File: config.mk
export PLATFORM = sky130hd
export DESIGN_NAME = mem_subword_seq
export DESIGN_NICKNAME = d
export VERILOG_FILES = /design/src/rtl/mem_subword_seq.sv
export SDC_FILE = /design/constraint.sdc
export NUM_CORES = 1
export LEC_CHECK = 0
export BUFFER_PORTS_ARGS = -buffer_cell sky130_fd_sc_hd__buf_2
export CELL_PAD_IN_SITES_DETAIL_PLACEMENT = 2
export CELL_PAD_IN_SITES_GLOBAL_PLACEMENT = 2
export CORE_MARGIN = 8
export CORE_UTILIZATION = 37
export DETAILED_ROUTE_END_ITERATION = 6
export PLACE_DENSITY_LB_ADDON = 0.08
export SETUP_SLACK_MARGIN = 0.4
export SLEW_MARGIN = 10
export SYNTH_ARGS = -nofsm -noshare
export SYNTH_HDL_FRONTEND = slang
export SYNTH_SLANG_ARGS = --single-unit
File: constraint.sdc
create_clock -name clk -period 11.5 [get_ports clk]
set_clock_uncertainty 0.15 [all_clocks]
set_input_delay 1.15 -clock clk [delete_from_list [all_inputs] [get_ports clk]]
set_output_delay 1.15 -clock clk [all_outputs]
set_load 0.02 [all_outputs]
File: src/rtl/mem_subword_seq.sv
// Load/store sequencer mapping byte/half/word CPU accesses onto a word-only MIO bus,
// with read-modify-write for sub-word stores, alignment checking and a per-phase bus timeout.
module mem_subword_seq #(
  parameter int DATA_W  = 32,
  parameter int ADDR_W  = 32,
  parameter int TIMEOUT = 255
) (
  input  logic              clk,
  input  logic              reset,
  input  logic              req_valid,
  output logic              req_ready,
  input  logic              req_we,
  input  logic [1:0]        req_size,
  input  logic              req_signed,
  input  logic [ADDR_W-1:0] req_addr,
  input  logic [DATA_W-1:0] req_wdata,
  output logic              rsp_valid,
  output logic [DATA_W-1:0] rsp_rdata,
  output logic              rsp_err,
  output logic [1:0]        rsp_cause,
  output logic [ADDR_W-1:0] mem_addr,
  output logic              mem_rd,
  output logic              mem_wr,
  output logic [DATA_W-1:0] mem_wdata,
  input  logic [DATA_W-1:0] mem_rdata,
  input  logic              mem_ready,
  output logic [2:0]        state_out
);
  localparam int BYTES      = DATA_W / 8;
  localparam int LB         = $clog2(BYTES);
  localparam int CNT_W      = (TIMEOUT > 1) ? $clog2(TIMEOUT) : 1;
  localparam int TMO_LAST_I = (TIMEOUT > 0) ? TIMEOUT - 1 : 0;
  localparam logic [CNT_W-1:0] TMO_LAST = CNT_W'(TMO_LAST_I);
  localparam bit   TMO_EN     = (TIMEOUT > 0);

  localparam logic [1:0] CAUSE_OK    = 2'b00;
  localparam logic [1:0] CAUSE_MISAL = 2'b01;
  localparam logic [1:0] CAUSE_TMO   = 2'b10;
  localparam logic [1:0] CAUSE_SIZE  = 2'b11;

  typedef enum logic [2:0] {
    IDLE  = 3'd0,
    RD    = 3'd1,
    MERGE = 3'd2,
    WR    = 3'd3,
    RESP  = 3'd4
  } state_t;

  state_t            state_q, state_d;
  logic [ADDR_W-1:0] mem_addr_q, mem_addr_d;
  logic [DATA_W-1:0] mem_wdata_q, mem_wdata_d;
  logic [DATA_W-1:0] rsp_rdata_q, rsp_rdata_d;
  logic              rsp_err_q, rsp_err_d;
  logic [1:0]        rsp_cause_q, rsp_cause_d;
  logic [CNT_W-1:0]  cnt_q, cnt_d;

  logic              we_q, we_d;
  logic [1:0]        size_q, size_d;
  logic              sgn_q, sgn_d;
  logic [LB-1:0]     lane_q, lane_d;
  logic [DATA_W-1:0] wdata_q, wdata_d;
  logic [DATA_W-1:0] word_q, word_d;

  logic [LB-1:0]     align_mask;
  logic [ADDR_W-1:0] word_addr;

  function automatic logic [DATA_W-1:0] load_extract(
    input logic [DATA_W-1:0] word,
    input logic [LB-1:0]     lane,
    input logic [1:0]        size,
    input logic              sgn
  );
    logic [DATA_W-1:0] sh;
    logic [DATA_W-1:0] res;
    int                nbits;
    sh    = word >> {lane, 3'b000};
    nbits = 8 << size;
    if (nbits > DATA_W) nbits = DATA_W;
    res   = sh;
    for (int b = 0; b < DATA_W; b++) begin
      if (b >= nbits) res[b] = sgn & sh[nbits-1];
    end
    return res;
  endfunction

  function automatic logic [DATA_W-1:0] store_merge(
    input logic [DATA_W-1:0] word,
    input logic [DATA_W-1:0] wdata,
    input logic [LB-1:0]     lane,
    input logic [1:0]        size
  );
    logic [DATA_W-1:0] ins;
    logic [DATA_W-1:0] res;
    int                lo;
    int                hi;
    ins = wdata << {lane, 3'b000};
    lo  = int'(lane);
    hi  = lo + (1 << size);
    res = word;
    for (int i = 0; i < BYTES; i++) begin
      if (i >= lo && i < hi) res[8*i +: 8] = ins[8*i +: 8];
    end
    return res;
  endfunction

  assign align_mask = ~({LB{1'b1}} << req_size);
  assign word_addr  = {req_addr[ADDR_W-1:LB], {LB{1'b0}}};

  always_comb begin
    state_d     = state_q;
    mem_addr_d  = mem_addr_q;
    mem_wdata_d = mem_wdata_q;
    rsp_rdata_d = rsp_rdata_q;
    rsp_err_d   = rsp_err_q;
    rsp_cause_d = rsp_cause_q;
    cnt_d       = cnt_q;
    we_d        = we_q;
    size_d      = size_q;
    sgn_d       = sgn_q;
    lane_d      = lane_q;
    wdata_d     = wdata_q;
    word_d      = word_q;

    case (state_q)
      IDLE: begin
        if (req_valid) begin
          we_d    = req_we;
          size_d  = req_size;
          sgn_d   = req_signed;
          lane_d  = req_addr[LB-1:0];
          wdata_d = req_wdata;
          if (int'(req_size) > LB) begin
            state_d     = RESP;
            rsp_rdata_d = '0;
            rsp_err_d   = 1'b1;
            rsp_cause_d = CAUSE_SIZE;
          end else if ((req_addr[LB-1:0] & align_mask) != '0) begin
            state_d     = RESP;
            rsp_rdata_d = '0;
            rsp_err_d   = 1'b1;
            rsp_cause_d = CAUSE_MISAL;
          end else if (req_we && int'(req_size) == LB) begin
            state_d     = WR;
            mem_addr_d  = word_addr;
            mem_wdata_d = req_wdata;
            cnt_d       = '0;
          end else begin
            // Loads and sub-word stores both start with a full-word read.
            state_d    = RD;
            mem_addr_d = word_addr;
            cnt_d      = '0;
          end
        end
      end
      RD: begin
        if (mem_ready) begin
          word_d = mem_rdata;
          if (we_q) begin
            state_d = MERGE;
          end else begin
            state_d     = RESP;
            rsp_rdata_d = load_extract(mem_rdata, lane_q, size_q, sgn_q);
            rsp_err_d   = 1'b0;
            rsp_cause_d = CAUSE_OK;
          end
        end else if (TMO_EN && cnt_q == TMO_LAST) begin
          state_d     = RESP;
          rsp_rdata_d = '0;
          rsp_err_d   = 1'b1;
          rsp_cause_d = CAUSE_TMO;
        end else begin
          cnt_d = cnt_q + 1'b1;
        end
      end
      MERGE: begin
        state_d     = WR;
        mem_wdata_d = store_merge(word_q, wdata_q, lane_q, size_q);
        cnt_d       = '0;
      end
      WR: begin
        if (mem_ready) begin
          state_d     = RESP;
          rsp_rdata_d = '0;
          rsp_err_d   = 1'b0;
          rsp_cause_d = CAUSE_OK;
        end else if (TMO_EN && cnt_q == TMO_LAST) begin
          state_d     = RESP;
          rsp_rdata_d = '0;
          rsp_err_d   = 1'b1;
          rsp_cause_d = CAUSE_TMO;
        end else begin
          cnt_d = cnt_q + 1'b1;
        end
      end
      RESP: begin
        state_d = IDLE;
      end
      default: begin
        state_d = IDLE;
      end
    endcase
  end

  // Control and bus-visible registers
  always_ff @(posedge clk or posedge reset) begin
    if (reset) begin
      state_q     <= IDLE;
      mem_addr_q  <= '0;
      mem_wdata_q <= '0;
      rsp_rdata_q <= '0;
      rsp_err_q   <= 1'b0;
      rsp_cause_q <= CAUSE_OK;
      cnt_q       <= '0;
    end else begin
      state_q     <= state_d;
      mem_addr_q  <= mem_addr_d;
      mem_wdata_q <= mem_wdata_d;
      rsp_rdata_q <= rsp_rdata_d;
      rsp_err_q   <= rsp_err_d;
      rsp_cause_q <= rsp_cause_d;
      cnt_q       <= cnt_d;
    end
  end

  // Captured request and read word
  always_ff @(posedge clk) begin
    we_q    <= we_d;
    size_q  <= size_d;
    sgn_q   <= sgn_d;
    lane_q  <= lane_d;
    wdata_q <= wdata_d;
    word_q  <= word_d;
  end

  assign req_ready = (state_q == IDLE);
  assign rsp_valid = (state_q == RESP);
  assign mem_rd    = (state_q == RD);
  assign mem_wr    = (state_q == WR);
  assign mem_addr  = mem_addr_q;
  assign mem_wdata = mem_wdata_q;
  assign rsp_rdata = rsp_rdata_q;
  assign rsp_err   = rsp_err_q;
  assign rsp_cause = rsp_cause_q;
  assign state_out = state_q;

endmodule

==> run summary, run 1 <==
• number of maximum-capacitance constraint violations: 0
• leakage power total: 4.56 nW
• routed wirelength normalized by instance count: 24.7 um
• initial standard-cell utilization of the core: 37.7%
• final worst path period share: 30.5%
• Fin. Hold Viols: 0
• worst rel slew slack: 38.2%
• row count: 54
• area of the mapped netlist: 8260 um^2
• starting DRC count in detailed routing: 302
• number of port buffers: 207
• total placed instance area: 9520 um^2
• NumNets Final: 963
• fraction of layout instances using a drive strength above 1: 37.8%
• most instantiated flip-flop cell in the synthesis netlist: sky130_fd_sc_hd__dfrtp_1
• most common library cells after synthesis: 108 x sky130_fd_sc_hd__dfrtp_1, 71 x sky130_fd_sc_hd__nand2_1, 70 x sky130_fd_sc_hd__edfxtp_1
• maximum clock frequency: 285 MHz
• number of buffers inserted to repair setup after CTS: 0
• Final WS setup: 7.99 ns
• Total GRT Usage: 21.1%
• latest clock arrival within the worst-skew pair: 0.44 ns
• vias in the first global route: 7185
• Setup Crit Path Kind: reg -> reg
• clock transition at the registers of the reported paths: 0.07 ns
• required time worst endpoint: 11.67 ns
• worst slack on hold paths: 0.329 ns
• Hold/Removal Path Class: reg -> reg
• Avg Inst Size Synth: 12.5 um^2
• register bit count reported by yosys: 178
• top-level I/O count: 210
• weighted congestion at the end of routability-driven global placement: 0.802
• final routed DRC violation total: 0
• pin slew with the least headroom to its limit: 0.926 ns
• number of levels in the clock H-tree: 4
• global-route wire length before repair: 43.5 mm
• cell with the most instances after synthesis: sky130_fd_sc_hd__dfrtp_1
• sinks on the clock net: 178
• final max-slew violation count: 0
• Final setup viols: 0
• area of the core: 21900 um^2
• # resized after CTS: 0
• number of antenna-violating nets in the routed design: 0
• share of Yosys cell area claimed by the top area cell type: 32.7%
• Startpoint Class: flip-flop
• Via density: 5.54
• buffer type at the clock tree root: sky130_fd_sc_hd__clkbuf_16
• ys async rst share: 60.7%
• final critical path time including I/O delays and setup: 3.51 ns
• sequential cell area in the final layout: 4800 um^2
• clock tree from TritonCTS: yes
• overall die width: 165 um
• fillers: 2229
• overall die area: 27300 um^2
• maximum number of pins on one net before global-route repair: 67
• maximum buffer depth of the clock tree: 2
• RSZ-0062 raised after global routing: no
• number of standard cells after synthesis: 660
• Yosys Warn Count: 0
• final wirelength: 28.4 mm
• distinct cell type count of the synthesized netlist: 54
• number of search-and-repair iterations in the first detailed-routing pass: 4
• Overflow after GRT: 0
• number of buffers created by CTS: 17
• top post-synthesis cells by area: sky130_fd_sc_hd__dfrtp_1 33%, sky130_fd_sc_hd__edfxtp_1 25%, sky130_fd_sc_hd__mux2_2 7.5%, sky130_fd_sc_hd__mux2i_1 4.7%, sky130_fd_sc_hd__nand2_1 3.2%
• power density normalized to cell area: 258 nW/um^2
• Crit Path Max Fanout: 62
• height of the die: 165 um
• EDFF count, synth: 70
• number of buffers inserted by hold repair at cts: 0
• aggregate negative setup slack: 0 ns
• sort of element at the end of the critical path: flip-flop
• post-route cell area: 10100 um^2
• half-perimeter wire length after placement: 20.8 mm
• vias after detailed routing: 6359
• cell type with the largest total area after synthesis: sky130_fd_sc_hd__dfrtp_1
• VDD IR max: 0.118 mV
• result of the run: finished clean
• data arrival time of the worst path: 3.68 ns
• footprint of the multi-input gates: 3170 um^2
• utilization of the core after routing: 46.2%
• register area share after synthesis: 58.2%
• Area growth syn-to-layout: 22.6%
• post-placement worst setup slack: 7.67 ns
• initial antenna violation count: 2
-- metal layers --
layer,up-vias,wire (um),global-route usage [%]
li1,2845,-,-
met1,3284,11700,25.3
met2,192,14100,35.8
met3,36,1920,6.64
met4,2,589,6.37
met5,-,12,0
-- metrics by stage --
step                      cells  power, W
final                      1148   0.00261
after global routing       1147   0.00276
after detailed placement   1114   0.00203
after floorplan             661   0.00165
after global placement     1114   0.00198
after CTS                  1146   0.00265
-- placed cells by master, fill, tap and decap left out, types with 3 or more instances in the layout --
master	instances
sky130_fd_sc_hd__buf_2	207
sky130_fd_sc_hd__dfrtp_1	108
sky130_fd_sc_hd__nand2_1	70
sky130_fd_sc_hd__edfxtp_1	70
sky130_fd_sc_hd__mux2_2	55
sky130_fd_sc_hd__o21ai_0	53
sky130_fd_sc_hd__mux2i_1	39
sky130_fd_sc_hd__a21oi_1	30
sky130_fd_sc_hd__a22o_1	27
sky130_fd_sc_hd__inv_1	20
sky130_fd_sc_hd__clkbuf_16	17
sky130_fd_sc_hd__nand4_1	14
sky130_fd_sc_hd__nor2_1	10
sky130_fd_sc_hd__buf_4	10
sky130_fd_sc_hd__a221o_1	9
sky130_fd_sc_hd__mux4_2	9
sky130_fd_sc_hd__o22ai_1	9
sky130_fd_sc_hd__a21boi_0	8
sky130_fd_sc_hd__a32o_1	7
sky130_fd_sc_hd__nand2b_1	6
sky130_fd_sc_hd__nand3_1	6
sky130_fd_sc_hd__inv_6	6
sky130_fd_sc_hd__nor3_1	5
sky130_fd_sc_hd__a21o_1	5
sky130_fd_sc_hd__a221oi_1	5
sky130_fd_sc_hd__ha_1	5
sky130_fd_sc_hd__and3_1	4
sky130_fd_sc_hd__or3_1	3
sky130_fd_sc_hd__or2_2	3
sky130_fd_sc_hd__inv_8	3
-- worst paths after layout --
| kind | cells after the start | to | startpoint | slack [ns] |
|---|---|---|---|---|
| max | 9 | mem_wdata[17]$_DFFE_PP0P_ | lane_q[0]$_DFFE_PP_ | 7.99 |
| min | 2 | mem_wdata[4]$_DFFE_PP0P_ | mem_wdata[4]$_DFFE_PP0P_ | 0.33 |
| max reg2reg | 9 | mem_wdata[17]$_DFFE_PP0P_ | lane_q[0]$_DFFE_PP_ | 7.99 |
| min reg2reg | 2 | mem_wdata[4]$_DFFE_PP0P_ | mem_wdata[4]$_DFFE_PP0P_ | 0.33 |
| max in group asynchronous | 3 | mem_wdata[29]$_DFFE_PP0P_ | reset | 9.26 |
| min in group asynchronous | 2 | mem_addr[13]$_DFFE_PP0P_ | reset | 0.61 |
-- sequential cells by signal, indices dropped and copies added (netlist names) --
signal / count
mem_wdata: 32
rsp_rdata: 32
wdata_q: 32
word_q: 32
mem_addr: 30
cnt_q: 8
state_out: 3
lane_q: 2
rsp_cause: 2
size_q: 2
rsp_err: 1
sgn_q: 1
we_q: 1
-- worst max-delay path, stage by stage, from the launching register on --
cell,delay (ns)
sky130_fd_sc_hd__edfxtp_1,0.32
sky130_fd_sc_hd__buf_4,0.70
sky130_fd_sc_hd__ha_1,0.31
sky130_fd_sc_hd__inv_1,0.07
sky130_fd_sc_hd__fa_1,0.42
sky130_fd_sc_hd__nor4b_2,0.29
sky130_fd_sc_hd__a22o_1,0.27
sky130_fd_sc_hd__a22o_1,0.39
sky130_fd_sc_hd__a221oi_1,0.17
sky130_fd_sc_hd__a221o_1,0.29
-- report_power, final --
part	leakage [nW]	switching, W	internal [W]
clock network	0.291	0.000276	0.000328
logic	2.24	0.000623	0.000364
registers	2.02	0.000142	0.000880
-- kinds of logic (layout without fill, tap and decap cells) --
group / Yosys count / in the layout / synth area share [%]
xor+xnor: 3 / 3 / 0.318
buf+inv: 65 / 270 / 3.67
compound gates: 171 / 171 / 14.2
simple gates: 133 / 133 / 7.90
fa+ha+maj: 6 / 6 / 1.00
flops: 178 / 178 / 58.2
mux: 103 / 103 / 14.7
other cells: 1 / 4 / 0.0454
-- final cells by class --
class | count | share of cell area [%]
clock buffers | 17 | 4.20
inverters | 21 | 0.804
flip-flops and latches | 178 | 47.5
multi-input cells | 418 | 31.4
clock inverters | 15 | 1.68
repair buffers | 217 | 11.0
well taps | 280 | 3.46
diodes | 2 | 0.0494
No activity file was read; power rests on OpenSTA's default activity.
==> inputs of run 2 (changes only) <==
- CORE_UTILIZATION: 37 -> 31
- clock period: 11.5 -> 2.8 ns (I/O delays scaled with it)
==> run 2 against run 1 <==
Sequential share of layout area fell by 6.2 points. Core utilization fell by 1.7 points. Critical path type unchanged. Combinational power rose to 4.6 times the previous value.
==> run summary, run 2 (synthesis gave the netlist of run 1 again) <==
• overall die area: 32100 um^2
• CP max stage cell: sky130_fd_sc_hd__edfxtp_1
• utilization of the core after routing: 44.5%
• clock tree from TritonCTS: yes
• final wirelength: 31.8 mm
• Final setup viols: 0
• NumNets Final: 1085
• Total GRT Usage: 20.0%
• total internal power: 0.00661 W
• fraction of power spent switching nets: 40.7%
• row count: 59
• critical path cell sequence: nor2_4 -> ha_4 -> inv_2 -> fa_2 -> nor4b_4 -> a22oi_2 -> buf_6 -> mux2i_1 -> o21ai_1 -> mux2_2
• worst stage delay on the critical path: 0.45 ns
• top-level I/O count: 210
• post-layout total power: 0.0111 W
• most common library cell in the layout ignoring fill and taps: sky130_fd_sc_hd__buf_2
• top library cells by usage in the layout, fill and taps aside: 207 x sky130_fd_sc_hd__buf_2, 105 x sky130_fd_sc_hd__dfrtp_1, 101 x sky130_fd_sc_hd__dlygate4sd3_1
• final critical path time including I/O delays and setup: 2.54 ns
• final routed DRC violation total: 0
• VDD IR max: 0.428 mV
• number of port buffers: 207
• leakage power total: 5.14 nW
• maximum clock frequency: 394 MHz
• Via density: 5.20
• Setup Crit Path Kind: reg -> reg
• power density normalized to cell area: 956 nW/um^2
• data arrival time of the worst path: 2.70 ns
• part of the total power dissipated in combinational logic: 40.8%
• required time worst endpoint: 2.96 ns
• reported net switching power: 0.00452 W
• global-route wire length before repair: 48.1 mm
• number of levels in the clock H-tree: 4
• number of search-and-repair iterations in the first detailed-routing pass: 5
• final max-slew violation count: 0
• routed wirelength normalized by instance count: 24.0 um
• fraction of layout instances using a drive strength above 1: 38.0%
• initial antenna violation count: 6
• overall die width: 179 um
• number of antenna-violating nets in the routed design: 0
• vias in the first global route: 7981
• height of the die: 179 um
• starting DRC count in detailed routing: 343
• number of maximum-capacitance constraint violations: 0
• initial standard-cell utilization of the core: 31.6%
• weighted congestion at the end of routability-driven global placement: 0.807
• maximum number of pins on one net before global-route repair: 109
• Clock Power Share: 21.2%
• number of buffers created by CTS: 17
• Fin. Hold Viols: 0
• area of the core: 26100 um^2
• vias after detailed routing: 6901
• RSZ-0062 raised after global routing: yes
• worst rel slew slack: 47.8%
• sinks on the clock net: 178
• sort of element at the end of the critical path: flip-flop
• result of the run: finished clean
• final worst path period share: 90.7%
• latest clock arrival within the worst-skew pair: 0.44 ns
• Area growth syn-to-layout: 41.0%
• clock transition at the registers of the reported paths: 0.07 ns
• Startpoint Class: flip-flop
• Crit Path Max Fanout: 8
• sequential power share: 38.0%
• Overflow after GRT: 0
• pin slew with the least headroom to its limit: 0.780 ns
• Hold/Removal Path Class: in -> reg
• maximum buffer depth of the clock tree: 2
• buffer type at the clock tree root: sky130_fd_sc_hd__clkbuf_16
• half-perimeter wire length after placement: 22.0 mm
-- run 2: cell count changes in the layout (fill, tap and decap cells not counted), moves of 6 or more --
cell,previous run,this run
sky130_fd_sc_hd__o21ai_1,1,10
sky130_fd_sc_hd__dlygate4sd3_1,0,101
sky130_fd_sc_hd__o21ai_0,53,44
sky130_fd_sc_hd__buf_4,10,19
sky130_fd_sc_hd__buf_12,0,6
-- run 2: repair_timing --
action | in CTS | in global routing
hold endpoints to repair | 220 | 0
setup endpoints to repair | 48 | 61
gates resized for setup | 15 | 12
hold buffers | 101 | 0
cloned | 1 | 0
buffers inserted | 9 | 1
pin swaps | 11 | 12
-- run 2: power by group through the flow --
stage	registers [W]	clock network, W	logic (W)
after floorplan	0.00484	0	0.00206
after global placement	0.00423	0	0.00419
after detailed placement	0.00427	0	0.00429
after CTS	0.00424	0.00243	0.00453
after global routing	0.00433	0.00252	0.00491
final	0.00423	0.00236	0.00454
-- run 2: worst paths after layout --
check / from / to / slack [ns] / depth (start not counted)
min: mem_rdata[31] / word_q[31]$_DFFE_PP_ / 0.02 / 1
min in group asynchronous: reset / rsp_rdata[30]$_DFFE_PP0P_ / 0.43 / 4
max reg2reg: size_q[1]$_DFFE_PP_ / mem_wdata[27]$_DFFE_PP0P_ / 0.26 / 10
max in group asynchronous: reset / state_out[1]$_DFFE_PP0N_ / 1.55 / 4
max: size_q[1]$_DFFE_PP_ / mem_wdata[27]$_DFFE_PP0P_ / 0.26 / 10
min reg2reg: mem_wdata[4]$_DFFE_PP0P_ / mem_wdata[4]$_DFFE_PP0P_ / 0.34 / 2
-- run 2: final cells by class --
| class | count | area, um^2 |
|---|---|---|
| Clock inverter | 15 | 140 |
| Inverter | 21 | 86.3 |
| Multi-Input combinational cell | 418 | 3350 |
| Fill cell | 2697 | 14500 |
| Clock buffer | 17 | 425 |
| Sequential cell | 178 | 4810 |
| Timing Repair Buffer | 339 | 2400 |
| Antenna cell | 3 | 7.51 |
| Tap cell | 335 | 419 |
-- run 2: through the flow --
stage               instances  TNS [ns]  hold slack, ns  worst slack (ns)  instance area [um^2]
floorplan                 661    -12.03           0.214            -0.330                  8380
global placement         1179         0           0.316             0.237                  9800
detailed placement       1179         0           0.312            0.0328                  9800
CTS                      1322         0         0.00145             0.254                 11600
global route             1326         0          0.0115             0.145                 11600
finish                   1326         0          0.0173             0.261                 11600
-- run 2: worst max-delay path, delay by kind of cell (launching register included) --
family,cells,cell delay [ns]
mux,2,0.43
flops,1,0.45
fa+ha+maj,2,0.54
compound gates,2,0.18
buf+inv,2,0.20
simple gates,2,0.45
-- run 2: metal layers --
metal  up-vias  track usage [%]  wire, um
met5         -                0        29
met3        52             5.60      1950
met4         6             6.91       731
met2       217             34.9     16200
met1      3521             23.3     12900
li1       3105                -         -
==> inputs of run 3 (changes only) <==
--- a/constraint.sdc
+++ b/constraint.sdc
@@ -4,2 +4,2 @@
 set_output_delay 0.28 -clock clk [all_outputs]
-set_load 0.02 [all_outputs]
+set_load 0.1 [all_outputs]
==> run 3 against run 2 <==
Routed wire length is 0.66% higher. Fmax shrank 5.1%. Critical endpoint is now rsp_rdata[26]$_DFFE_PP0P_. Largest cell class unchanged. Total power up 39%. Largest power group unchanged.
==> run summary, run 3 (synthesis gave the netlist of run 1 again) <==
• routed wirelength normalized by instance count: 24.2 um
• vias in the first global route: 8056
• latest clock arrival within the worst-skew pair: 0.45 ns
• NumNets Final: 1087
• Setup Crit Path Kind: reg -> reg
• utilization of the core after routing: 44.8%
• area of the core: 26100 um^2
• final worst path period share: 95.5%
• final max-slew violation count: 0
• Hold/Removal Path Class: in -> reg
• maximum number of pins on one net before global-route repair: 62
• vias after detailed routing: 6842
• result of the run: finished clean
• final critical path time including I/O delays and setup: 2.67 ns
• number of buffers created by CTS: 17
• clock transition at the registers of the reported paths: 0.07 ns
• Crit Path Max Fanout: 9
• required time worst endpoint: 2.98 ns
• gate family responsible for the most delay along the worst path: compound AO/OA/AOI/OAI gates
• weighted congestion at the end of routability-driven global placement: 0.833
• number of maximum-capacitance constraint violations: 0
• Overflow after GRT: 0
• Final setup viols: 0
• worst stage delay on the critical path: 0.47 ns
• number of levels in the clock H-tree: 4
• total placed instance area: 9840 um^2
• Via density: 5.16
• CP max stage cell: sky130_fd_sc_hd__edfxtp_1
• starting DRC count in detailed routing: 279
• critical path cell sequence: nor2_4 -> buf_4 -> buf_6 -> buf_8 -> inv_2 -> ha_4 -> xor2_1 -> o21ai_1 -> o211ai_1 -> a21oi_4 -> clkbuf_16 -> a22o_1
• maximum clock frequency: 374 MHz
• initial standard-cell utilization of the core: 31.6%
• sort of element at the end of the critical path: flip-flop
• post-route cell area: 11700 um^2
• sinks on the clock net: 178
• clock tree from TritonCTS: yes
• number of antenna-violating nets in the routed design: 0
• Fin. Hold Viols: 0
• most common library cell in the layout ignoring fill and taps: sky130_fd_sc_hd__buf_2
• number of port buffers: 207
• overall die area: 32100 um^2
• fraction of layout instances using a drive strength above 1: 38.1%
• data arrival time of the worst path: 2.86 ns
• top library cells by usage in the layout, fill and taps aside: 205 x sky130_fd_sc_hd__buf_2, 105 x sky130_fd_sc_hd__dfrtp_1, 99 x sky130_fd_sc_hd__dlygate4sd3_1
• pin slew with the least headroom to its limit: 0.644 ns
• sum of buffers and inverters on the critical path: 5
• RSZ-0062 raised after global routing: yes
• maximum buffer depth of the clock tree: 2
• Startpoint Class: flip-flop
• row count: 59
• initial antenna violation count: 3
• overall die width: 179 um
• worst rel slew slack: 56.9%
• power density normalized to cell area: 1320 nW/um^2
• Area growth syn-to-layout: 41.7%
• leakage power total: 5.19 nW
• top-level I/O count: 210
• buffer type at the clock tree root: sky130_fd_sc_hd__clkbuf_16
• half-perimeter wire length after placement: 22.1 mm
• number of search-and-repair iterations in the first detailed-routing pass: 4
• Total GRT Usage: 20.1%
• VDD IR max: 0.884 mV
• final wirelength: 32.0 mm
• global-route wire length before repair: 48.4 mm
• final routed DRC violation total: 0
• height of the die: 179 um
-- run 3: worst reg2reg max path: stages, from the launching register on --
cell,delay (ns)
sky130_fd_sc_hd__edfxtp_1,0.47
sky130_fd_sc_hd__nor2_4,0.18
sky130_fd_sc_hd__buf_4,0.14
sky130_fd_sc_hd__buf_6,0.09
sky130_fd_sc_hd__buf_8,0.12
sky130_fd_sc_hd__inv_2,0.07
sky130_fd_sc_hd__ha_4,0.30
sky130_fd_sc_hd__xor2_1,0.17
sky130_fd_sc_hd__o21ai_1,0.10
sky130_fd_sc_hd__o211ai_1,0.30
sky130_fd_sc_hd__a21oi_4,0.13
sky130_fd_sc_hd__clkbuf_16,0.18
sky130_fd_sc_hd__a22o_1,0.19
-- run 3: layout make-up --
type / count / area [um^2]
Sequential cell: 178 / 4810
Inverter: 21 / 82.6
Fill cell: 2641 / 14400
Antenna cell: 1 / 2.50
Clock buffer: 21 / 483
Multi-Input combinational cell: 418 / 3340
Timing Repair Buffer: 341 / 2400
Clock inverter: 11 / 165
Tap cell: 335 / 419
-- run 3: power breakdown --
part | internal [W] | switching, W | total, W
sequential | 0.00362 | 0.000606 | 0.00423
clock | 0.00154 | 0.00112 | 0.00266
combinational | 0.00180 | 0.00676 | 0.00857
-- run 3: worst paths after layout --
check / startpoint / to / slack, ns / cells past startpoint
worst min-delay path: mem_rdata[25] / word_q[25]$_DFFE_PP_ / 0.03 / 1
max in group asynchronous: reset / mem_wdata[31]$_DFFE_PP0P_ / 1.39 / 4
worst max register to register: size_q[1]$_DFFE_PP_ / rsp_rdata[26]$_DFFE_PP0P_ / 0.13 / 12
min in group asynchronous: reset / rsp_rdata[28]$_DFFE_PP0P_ / 0.20 / 3
worst min register to register: mem_wdata[5]$_DFFE_PP0P_ / mem_wdata[5]$_DFFE_PP0P_ / 0.33 / 2
worst max-delay path: size_q[1]$_DFFE_PP_ / rsp_rdata[26]$_DFFE_PP0P_ / 0.13 / 12
-- run 3: repair_timing --
item,CTS,global route
buffers inserted,7,3
pin swaps,14,6
cloned,0,1
hold buffers,98,1
gates resized for setup,11,11
setup endpoints to repair,78,81
hold endpoints to repair,152,1
-- run 3: routing by layer --
| layer | track usage [%] | share of wire (%) | vias up |
|---|---|---|---|
| li1 | - | - | 3096 |
| met1 | 22.7 | 40 | 3499 |
| met2 | 35.9 | 52 | 198 |
| met3 | 5.94 | 5.9 | 45 |
| met4 | 6.28 | 2.5 | 4 |
| met5 | 0 | 0.081 | - |
-- run 3: metrics by stage --
step           instances  setup WS [ns]  hold WS [ns]  total power, W  TNS [ns]
5_1_grt             1326        -0.0104        0.0100          0.0161   -0.0179
2_1_floorplan        661         -0.536         0.214          0.0108    -25.82
3_3_place_gp        1183          0.235         0.114          0.0124         0
3_5_place_dp        1183         0.0354         0.127          0.0126         0
6_report            1326          0.125        0.0274          0.0155         0
4_1_cts             1320          0.191       0.00819          0.0155         0
